[src/rtl/instr_fetch_unit_if.sv]
// Fetch-stage bundle: instruction memory handshake plus the decode/execute side.
// master: the fetch unit (drives request, address, instr, pc, link_pc, fault).
// slave : memory + decode/execute (drives ack, rdata, retire and next-PC controls).
interface instr_fetch_unit_if;
    // instruction memory side
    logic        imem_req;
    logic [31:0] imem_addr;
    logic        imem_ack;
    logic [31:0] imem_rdata;
    // decode / execute side
    logic [31:0] instr;
    logic        instr_valid;
    logic [31:0] pc;
    logic [31:0] link_pc;
    logic        retire;
    logic        branch;
    logic        zero;
    logic        jump;
    logic        jsp;
    logic [15:0] imm16;
    logic [25:0] target26;
    logic [31:0] reg_target;
    logic        fault;

    modport master (
        output imem_req, imem_addr, instr, instr_valid, pc, link_pc, fault,
        input  imem_ack, imem_rdata, retire, branch, zero, jump, jsp,
               imm16, target26, reg_target
    );

    modport slave (
        input  imem_req, imem_addr, instr, instr_valid, pc, link_pc, fault,
        output imem_ack, imem_rdata, retire, branch, zero, jump, jsp,
               imm16, target26, reg_target
    );
endinterface

[src/rtl/instr_fetch_unit.sv]
// Purpose: MIPS-lite program counter, instruction fetch and next-PC selection.
// Latency: instr_valid the edge after imem_ack; pc updates the edge after retire (2-cycle minimum period).
// Backpressure: request/address held until imem_ack; instr held until retire; HALT on misaligned jsp.
//
// Ports: clk, rst_n (async active-low); bus (instr_fetch_unit_if.master) carries the
// imem req/addr/ack/rdata handshake, instr/instr_valid/pc/link_pc to decode, the
// retire + branch/zero/jump/jsp/imm16/target26/reg_target controls back, and fault.
module instr_fetch_unit #(
    parameter logic [31:0] RESET_PC = 32'h0000_0000
) (
    input  logic               clk,
    input  logic               rst_n,
    instr_fetch_unit_if.master bus
);

    typedef enum logic [1:0] {
        FETCH = 2'd0,
        ISSUE = 2'd1,
        HALT  = 2'd2
    } state_t;

    state_t      state;
    logic [31:0] pc_q;
    logic [31:0] instr_q;
    logic        valid_q;
    logic        fault_q;

    logic [31:0] pc4;
    logic [31:0] br_off;
    logic [31:0] next_pc;
    logic        jsp_misaligned;

    // Next-PC select; fixed priority jsp > jump > taken branch > fall-through.
    always_comb begin
        pc4    = pc_q + 32'd4;
        br_off = {{14{bus.imm16[15]}}, bus.imm16, 2'b00};
        if (bus.jsp) begin
            next_pc = bus.reg_target;
        end else if (bus.jump) begin
            next_pc = {pc4[31:28], bus.target26, 2'b00};
        end else if (bus.branch && bus.zero) begin
            next_pc = pc4 + br_off;
        end else begin
            next_pc = pc4;
        end
    end

    // Only a jsp can produce a misaligned target; jump/branch are aligned by construction.
    assign jsp_misaligned = bus.jsp && (bus.reg_target[1:0] != 2'b00);

    always_ff @(posedge clk or negedge rst_n) begin
        if (!rst_n) begin
            state   <= FETCH;
            pc_q    <= RESET_PC;
            instr_q <= 32'd0;
            valid_q <= 1'b0;
            fault_q <= 1'b0;
        end else begin
            case (state)
                FETCH: begin
                    if (bus.imem_ack) begin
                        instr_q <= bus.imem_rdata;
                        valid_q <= 1'b1;
                        state   <= ISSUE;
                    end
                end
                ISSUE: begin
                    if (bus.retire) begin
                        valid_q <= 1'b0;
                        if (jsp_misaligned) begin
                            // pc stays at the faulting instruction for post-mortem.
                            fault_q <= 1'b1;
                            state   <= HALT;
                        end else begin
                            pc_q  <= next_pc;
                            state <= FETCH;
                        end
                    end
                end
                HALT: begin
                    state <= HALT;
                end
                default: begin
                    state <= HALT;
                end
            endcase
        end
    end

    // Request decodes straight from the state register so it can rise in the very
    // first cycle after reset release; gating with rst_n drops it the instant
    // reset asserts, abandoning any in-flight access.
    assign bus.imem_req    = rst_n && (state == FETCH);
    assign bus.imem_addr   = pc_q;
    assign bus.instr       = instr_q;
    assign bus.instr_valid = valid_q;
    assign bus.pc          = pc_q;
    assign bus.link_pc     = pc4;
    assign bus.fault       = fault_q;

endmodule

[src/flat_wrapper.sv]
// flat-port wrapper written by rule: the top's interface ports become plain ports
module instr_fetch_unit_flat 
#(
    parameter logic [31:0] RESET_PC = 32'h0000_0000
)
  (clk, rst_n, bus_imem_req, bus_imem_addr, bus_instr, bus_instr_valid, bus_pc, bus_link_pc, bus_fault, bus_imem_ack, bus_imem_rdata, bus_retire, bus_branch, bus_zero, bus_jump, bus_jsp, bus_imm16, bus_target26, bus_reg_target);
  instr_fetch_unit_if bus_i ();
  input  logic clk;
  input  logic rst_n;
  output wire logic [$bits(bus_i.imem_req)-1:0] bus_imem_req;
  output wire logic [$bits(bus_i.imem_addr)-1:0] bus_imem_addr;
  output wire logic [$bits(bus_i.instr)-1:0] bus_instr;
  output wire logic [$bits(bus_i.instr_valid)-1:0] bus_instr_valid;
  output wire logic [$bits(bus_i.pc)-1:0] bus_pc;
  output wire logic [$bits(bus_i.link_pc)-1:0] bus_link_pc;
  output wire logic [$bits(bus_i.fault)-1:0] bus_fault;
  input wire logic [$bits(bus_i.imem_ack)-1:0] bus_imem_ack;
  input wire logic [$bits(bus_i.imem_rdata)-1:0] bus_imem_rdata;
  input wire logic [$bits(bus_i.retire)-1:0] bus_retire;
  input wire logic [$bits(bus_i.branch)-1:0] bus_branch;
  input wire logic [$bits(bus_i.zero)-1:0] bus_zero;
  input wire logic [$bits(bus_i.jump)-1:0] bus_jump;
  input wire logic [$bits(bus_i.jsp)-1:0] bus_jsp;
  input wire logic [$bits(bus_i.imm16)-1:0] bus_imm16;
  input wire logic [$bits(bus_i.target26)-1:0] bus_target26;
  input wire logic [$bits(bus_i.reg_target)-1:0] bus_reg_target;
  assign bus_imem_req = bus_i.imem_req;
  assign bus_imem_addr = bus_i.imem_addr;
  assign bus_instr = bus_i.instr;
  assign bus_instr_valid = bus_i.instr_valid;
  assign bus_pc = bus_i.pc;
  assign bus_link_pc = bus_i.link_pc;
  assign bus_fault = bus_i.fault;
  assign bus_i.imem_ack = bus_imem_ack;
  assign bus_i.imem_rdata = bus_imem_rdata;
  assign bus_i.retire = bus_retire;
  assign bus_i.branch = bus_branch;
  assign bus_i.zero = bus_zero;
  assign bus_i.jump = bus_jump;
  assign bus_i.jsp = bus_jsp;
  assign bus_i.imm16 = bus_imm16;
  assign bus_i.target26 = bus_target26;
  assign bus_i.reg_target = bus_reg_target;
  instr_fetch_unit #(.RESET_PC(RESET_PC)) u_core (.clk(clk), .rst_n(rst_n), .bus(bus_i));
endmodule
[config.mk]
export PLATFORM = sky130hd
export DESIGN_NAME = instr_fetch_unit_flat
export DESIGN_NICKNAME = d
export VERILOG_FILES = /design/src/rtl/instr_fetch_unit_if.sv /design/src/rtl/instr_fetch_unit.sv /design/src/flat_wrapper.sv
export SDC_FILE = /design/constraint.sdc
export NUM_CORES = 1
export LEC_CHECK = 0
export BUFFER_PORTS_ARGS = -buffer_cell sky130_fd_sc_hd__buf_2
export CORE_MARGIN = 10
export CORE_UTILIZATION = 25
export CTS_CLUSTER_DIAMETER = 200
export DETAILED_ROUTE_END_ITERATION = 10
export HOLD_SLACK_MARGIN = 0.1
export PLACE_DENSITY = 0.56
export SLEW_MARGIN = 20
export SYNTH_ARGS = -nofsm -noshare
export SYNTH_HDL_FRONTEND = slang
export SYNTH_SLANG_ARGS = --single-unit
export TNS_END_PERCENT = 30
[constraint.sdc]
create_clock -name clk -period 4.3 [get_ports clk]
set_input_delay 0.86 -clock clk [delete_from_list [all_inputs] [get_ports clk]]
set_output_delay 0.86 -clock clk [all_outputs]
set_load 0.05 [all_outputs]
After elaboration in Yosys (flattened, before gate mapping)
Index checks and enable logic that the tools add are counted.
{"block": "word_totals", "regBits": 68, "inputBits": 114, "elab_cells": 32, "output_inout_bits": 131}
{"block": "op_classes", "n_addsub": 2, "mux": 10, "n_reduce_logical": 11, "bitwise_logic": 1, "eq_ne": 3}
{"operator": "32-bit two-way mux", "count": 3}
{"operator": "32-bit by 3-bit adder with 32-bit output, second input constant", "count": 1}
{"operator": "32-bit adder", "count": 1}
{"operator": "3-bit AND reduction", "count": 3}
{"operator": "2-bit two-way mux", "count": 3}
{"operator": "2-bit != test, second input constant", "count": 2}
{"operator": "2-bit case mux with 2 select lines", "count": 1}
{"operator": "2-bit AND reduction", "count": 2}
{"operator": "2-bit nonzero test", "count": 2}
{"operator": "1-bit logical AND", "count": 3}
{"operator": "2-bit by 1-bit == test with 1-bit output, second input constant", "count": 1}
{"operator": "2-bit logical NOT", "count": 1}
{"operator": "1-bit two-way mux", "count": 2}
{"operator": "1-bit case mux with 2 select lines", "count": 1}
{"operator": "1-bit inverter", "count": 1}

Longest topological paths before layout
{"block": "depth", "word_depth": 5, "mapped_depth": 18, "ltp_nobuf": 15}

Least setup slack after synthesis
OpenSTA, ideal clock, no wires.
{"block": "synth_timing", "path_kind": "register to register", "from": "register u_core.pc_q[4] (netlist: u_core.bus.imem_addr[4])", "to": "register u_core.pc_q[31] (netlist: u_core.bus.imem_addr[31])", "arrival_ns": 4.878, "setup_slack_ns": -0.706, "path_buffers": 3, "setup_time_ns": 0.128, "required_ns": 4.172, "synth_period_minus_slack_ns": 5.006, "path_stages_with_launch": 17, "cell_sequence": "dfrtp_1 clkbuf_2 nand2_1 or4_1 buf_2 or3b_4 or2_2 xnor2_1 ha_1 clkbuf_1 a21o_1 a21o_1 nor2_1 a21oi_1 o41ai_1 mux2i_1 o21ai_1"}
{"block": "synth_via", "elab_chain_len": 5}
{"item": "start: declaration", "line_no": "instr_fetch_unit.sv:23", "source": "logic [31:0] pc_q;"}
{"item": "start signal: assignment", "line_no": "instr_fetch_unit.sv:75", "source": "pc_q <= next_pc;"}
{"item": "32-bit by 3-bit adder with 32-bit output", "line_no": "instr_fetch_unit.sv:35", "source": "pc4 = pc_q + 32'd4;"}
{"item": "named net bus_link_pc[27]", "line_no": "flat_wrapper.sv:15", "source": "output wire logic [$bits(bus_i.link_pc)-1:0] bus_link_pc;"}
{"item": "32-bit adder", "line_no": "instr_fetch_unit.sv:42", "source": "next_pc = pc4 + br_off;"}
{"item": "32-bit two-way mux", "line_no": "instr_fetch_unit.sv:41", "source": "end else if (bus.branch && bus.zero) begin"}
{"item": "32-bit two-way mux", "line_no": "instr_fetch_unit.sv:39", "source": "end else if (bus.jump) begin"}
{"item": "32-bit two-way mux", "line_no": "instr_fetch_unit.sv:37", "source": "if (bus.jsp) begin"}
The timed path passes the listed nets, and every way through them passes these cells.
A chain may end at the register's enable or synchronous reset.

Worst setup path after layout
{"block": "layout_timing", "from": "register u_core.pc_q[7] (netlist: u_core.bus.imem_addr[7])", "to": "register u_core.pc_q[31] (netlist: u_core.bus.imem_addr[31])"}
{"block": "layout_via", "elab_chain_len": 5}
{"item": "32-bit by 3-bit adder with 32-bit output (*)", "line_no": "instr_fetch_unit.sv:35"}
{"item": "32-bit adder", "line_no": "instr_fetch_unit.sv:42"}
{"item": "32-bit two-way mux", "line_no": "instr_fetch_unit.sv:41"}
{"item": "32-bit two-way mux (*)", "line_no": "instr_fetch_unit.sv:39"}
{"item": "32-bit two-way mux (*)", "line_no": "instr_fetch_unit.sv:37"}
Mark *: on every way between the ends. The rest lies on a longest branch, timed or not.

==> qor.csv <==
metric,value,unit
DRT antenna net count,0,
clock network power share,45.6,%
Die ar.,29600,um2
Post-Route Utilization,33.4,%
MaxCap Viol Count,0,
per-cell routed wire length,21.2,um
I/O pin count,245,
drt first pass iters,6,
Syn. warnings,0,
Max clock buf depth,2,
worst reg2reg path endpoint,u_core.bus.imem_addr[31],
Least-Margin Pin Slew,956,ps
Post-synth EDFFs,0,
Placer Congestion,0.880,
Seq pwr share,37.6,%
Synth Area per Inst,8.52,um2
area share of the largest cell type after synthesis,29.5,%
hpwl dp,19.3,mm
clk slew on worst S/H paths,70,ps
Final TNS setup,0,ps
final worst setup slack,258,ps
CP endpoint kind,flip-flop,
Worst Path Max Fanout,8,
"Slowest-stage cell, CP",or4_1,
# DRC,0,
status,finished clean,
Tot Pwr,1.76,mW
post-route clock period utilization,94.0,%
CTS tree,yes,
Starting Density,25.4,%
worst r2r src,u_core.bus.imem_addr[7],
Mapped Area,5770,um2
Net Sw Power,0.542,mW
# rows,55,
vias in the first global route,6123,
hold_buf cts,0,
final setup fails,0,
worst hold path type,reg -> reg,
Overall Global Routing Usage,16.3,%
cell taking the most area after synthesis,dfrtp_1,
Pins Over Slew Limit,0,
Internal,1.22,mW
first-pass GRT wire length,36.9,mm
Synth Register Bits,68,
Setup WS pre-CTS,234,ps
largest net degree at the start of global routing,69,
cells along the critical path,nand4_2 -> or4_1 -> or3b_4 -> or2_2 -> xnor2_4 -> ha_1 -> a21o_1 -> a21o_1 -> nor2_1 -> a21oi_1 -> o41ai_1 -> mux2i_1 -> o21ai_1,
Post-synth top cells,"dfrtp_1 (68), nand2_1 (67), nor2_1 (55)",
Crit Path Class,reg -> reg,
nature of the critical path startpoint,flip-flop,
CORE AREA,22700,um2
"Arr. time, crit path",4260,ps
Post-CTS Resized,0,
"Seq/Total Area, Yosys",29.5,%
Die X,172,um
Worst Setup SP,u_core.bus.imem_addr[7],
final-report hold violation count,0,
final wirelength,24.8,mm
# Post-CTS Setup Buffers,0,
total gr overflow,0,
Power Dens Cells,232,nW/um2
Worst Clk Skew,13.0,ps
R2R depth,13,
Slew HR,36.3,%
H-tree levels,3,
Die Height,172,um
Area after DPL,7270,um2
clock period minus final worst setup slack,4040,ps
synth top area cells,"dfrtp_1 (29%), ha_1 (7.8%), mux2_2 (6.8%)",
fmax,247,MHz
unrepaired setup endpoints after global routing,false,
post-synthesis cell type count,65,
Skew-Pair Late Insertion Delay,350,ps
Leakage,3.97,nW
synthesized instance count,677,
Comb power frac,16.8,%
clock sink count,68,
WP data required,4520,ps
Net Sw Frac,30.8,%
ys async rst share,100,%
worst setup path end,u_core.bus.imem_addr[31],
"Top cell by count, worst path",a21o_1,
CP max stage delay,690,ps
total number of vias,5960,
IO Port Bufs,244,
root buf cell,clkbuf_16,
CTS buffer count,9,
syn_nets,828,
final instance area,7580,um2
initial antenna violation count,5,
ys flop type,dfrtp_1,
most frequent cell after synthesis,dfrtp_1,
first-iteration detailed-routing DRC count,339,
Peak VDD IR,0.175,mV
Total Nets Final,1031,
share of layout cells above drive strength 1,39.8,%
Syn-to-layout area delta,31.4,%
vias per cell,5.08,
Reg2Reg Setup Slack,260,ps
placed cells by master (no fill, tap or decap), drive strengths merged, types with 4 or more instances in the layout:
master | synthesis | layout
a211oi | 6 | 6
a21o | 17 | 17
a21oi | 51 | 51
a221o | 4 | 4
a31oi | 7 | 7
and2 | 4 | 4
and3 | 14 | 14
and4 | 7 | 7
buf | 36 | 261
clkbuf | 33 | 9
dfrtp | 68 | 68
ha | 36 | 36
inv | 11 | 15
mux2 | 35 | 35
mux2i | 7 | 7
nand2 | 67 | 67
nand3 | 19 | 19
nand4 | 11 | 11
nor2 | 56 | 56
nor2b | 5 | 5
nor3 | 8 | 8
nor3b | 5 | 5
o211ai | 13 | 13
o21a | 4 | 4
o21ai | 41 | 41
o22ai | 12 | 12
o311ai | 5 | 5
xnor2 | 31 | 31
xor2 | 16 | 16
worst min path at each step:
| stage | start | to | slack (ps) | cells past startpoint |
|---|---|---|---|---|
| global placement | u_core.bus.fault | u_core.bus.fault | 460 | 1 |
| floorplan | rst_n | u_core.bus.fault | 560 | 0 |
| detailed placement | u_core.bus.fault | u_core.bus.fault | 470 | 1 |
| CTS | u_core.bus.fault | u_core.bus.fault | 500 | 1 |
| finish | u_core.bus.fault | u_core.bus.fault | 490 | 1 |
| global route | u_core.bus.fault | u_core.bus.fault | 510 | 1 |
logic make-up after synthesis:
family,share of synthesized area (%)
and+or+nand+nor,18.3
AOI/OAI and AO/OA,21.4
buffers and inverters,7.55
DFF,29.5
xor gates and xnor gates,7.13
muxes,8.04
adders and majority gates,8.15
power groups by stage:
stage	clock network (mW)	registers, mW	logic, mW
2_1_floorplan	0	0.729	0.110
3_3_place_gp	0	0.673	0.296
3_5_place_dp	0	0.674	0.297
4_1_cts	0.823	0.662	0.298
5_1_grt	0.852	0.664	0.323
6_report	0.803	0.662	0.296
critical path: cells and delay by family (launching register included):
family,cells,cell delay [ps]
mux,1,240
simple gates,5,1760
fa+ha+maj,1,400
flops,1,450
compound gates,5,910
xor+xnor,1,150
registers in the layout (all words and copies together) (netlist names):
register	flops
u_core.bus.fault	1
u_core.bus.imem_addr	32
u_core.bus.instr	32
u_core.bus.instr_valid	1
u_core.state	2
metrics by stage:
stage,instances,hold WS [ps]
2_1_floorplan,677,564
3_3_place_gp,1154,465
3_5_place_dp,1154,466
4_1_cts,1170,496
5_1_grt,1171,513
6_report,1173,486
layer usage:
metal	vias up	track usage, %	routed length [um]
li1	2850	-	-
met1	2843	19.9	10700
met2	232	26.7	11400
met3	31	5.75	2300
met4	4	4.39	431
met5	-	0	23
area by class of cell:
type / count / area, um2
Clock inverter: 7 / 81.3
Multi-Input combinational cell: 528 / 3800
Timing Repair Buffer: 261 / 1350
Fill cell: 2454 / 15100
Clock buffer: 9 / 225
Tap cell: 285 / 357
Antenna cell: 3 / 7.51
Inverter: 12 / 45.0
Sequential cell: 68 / 1720
No activity file was read; power rests on OpenSTA's default activity.
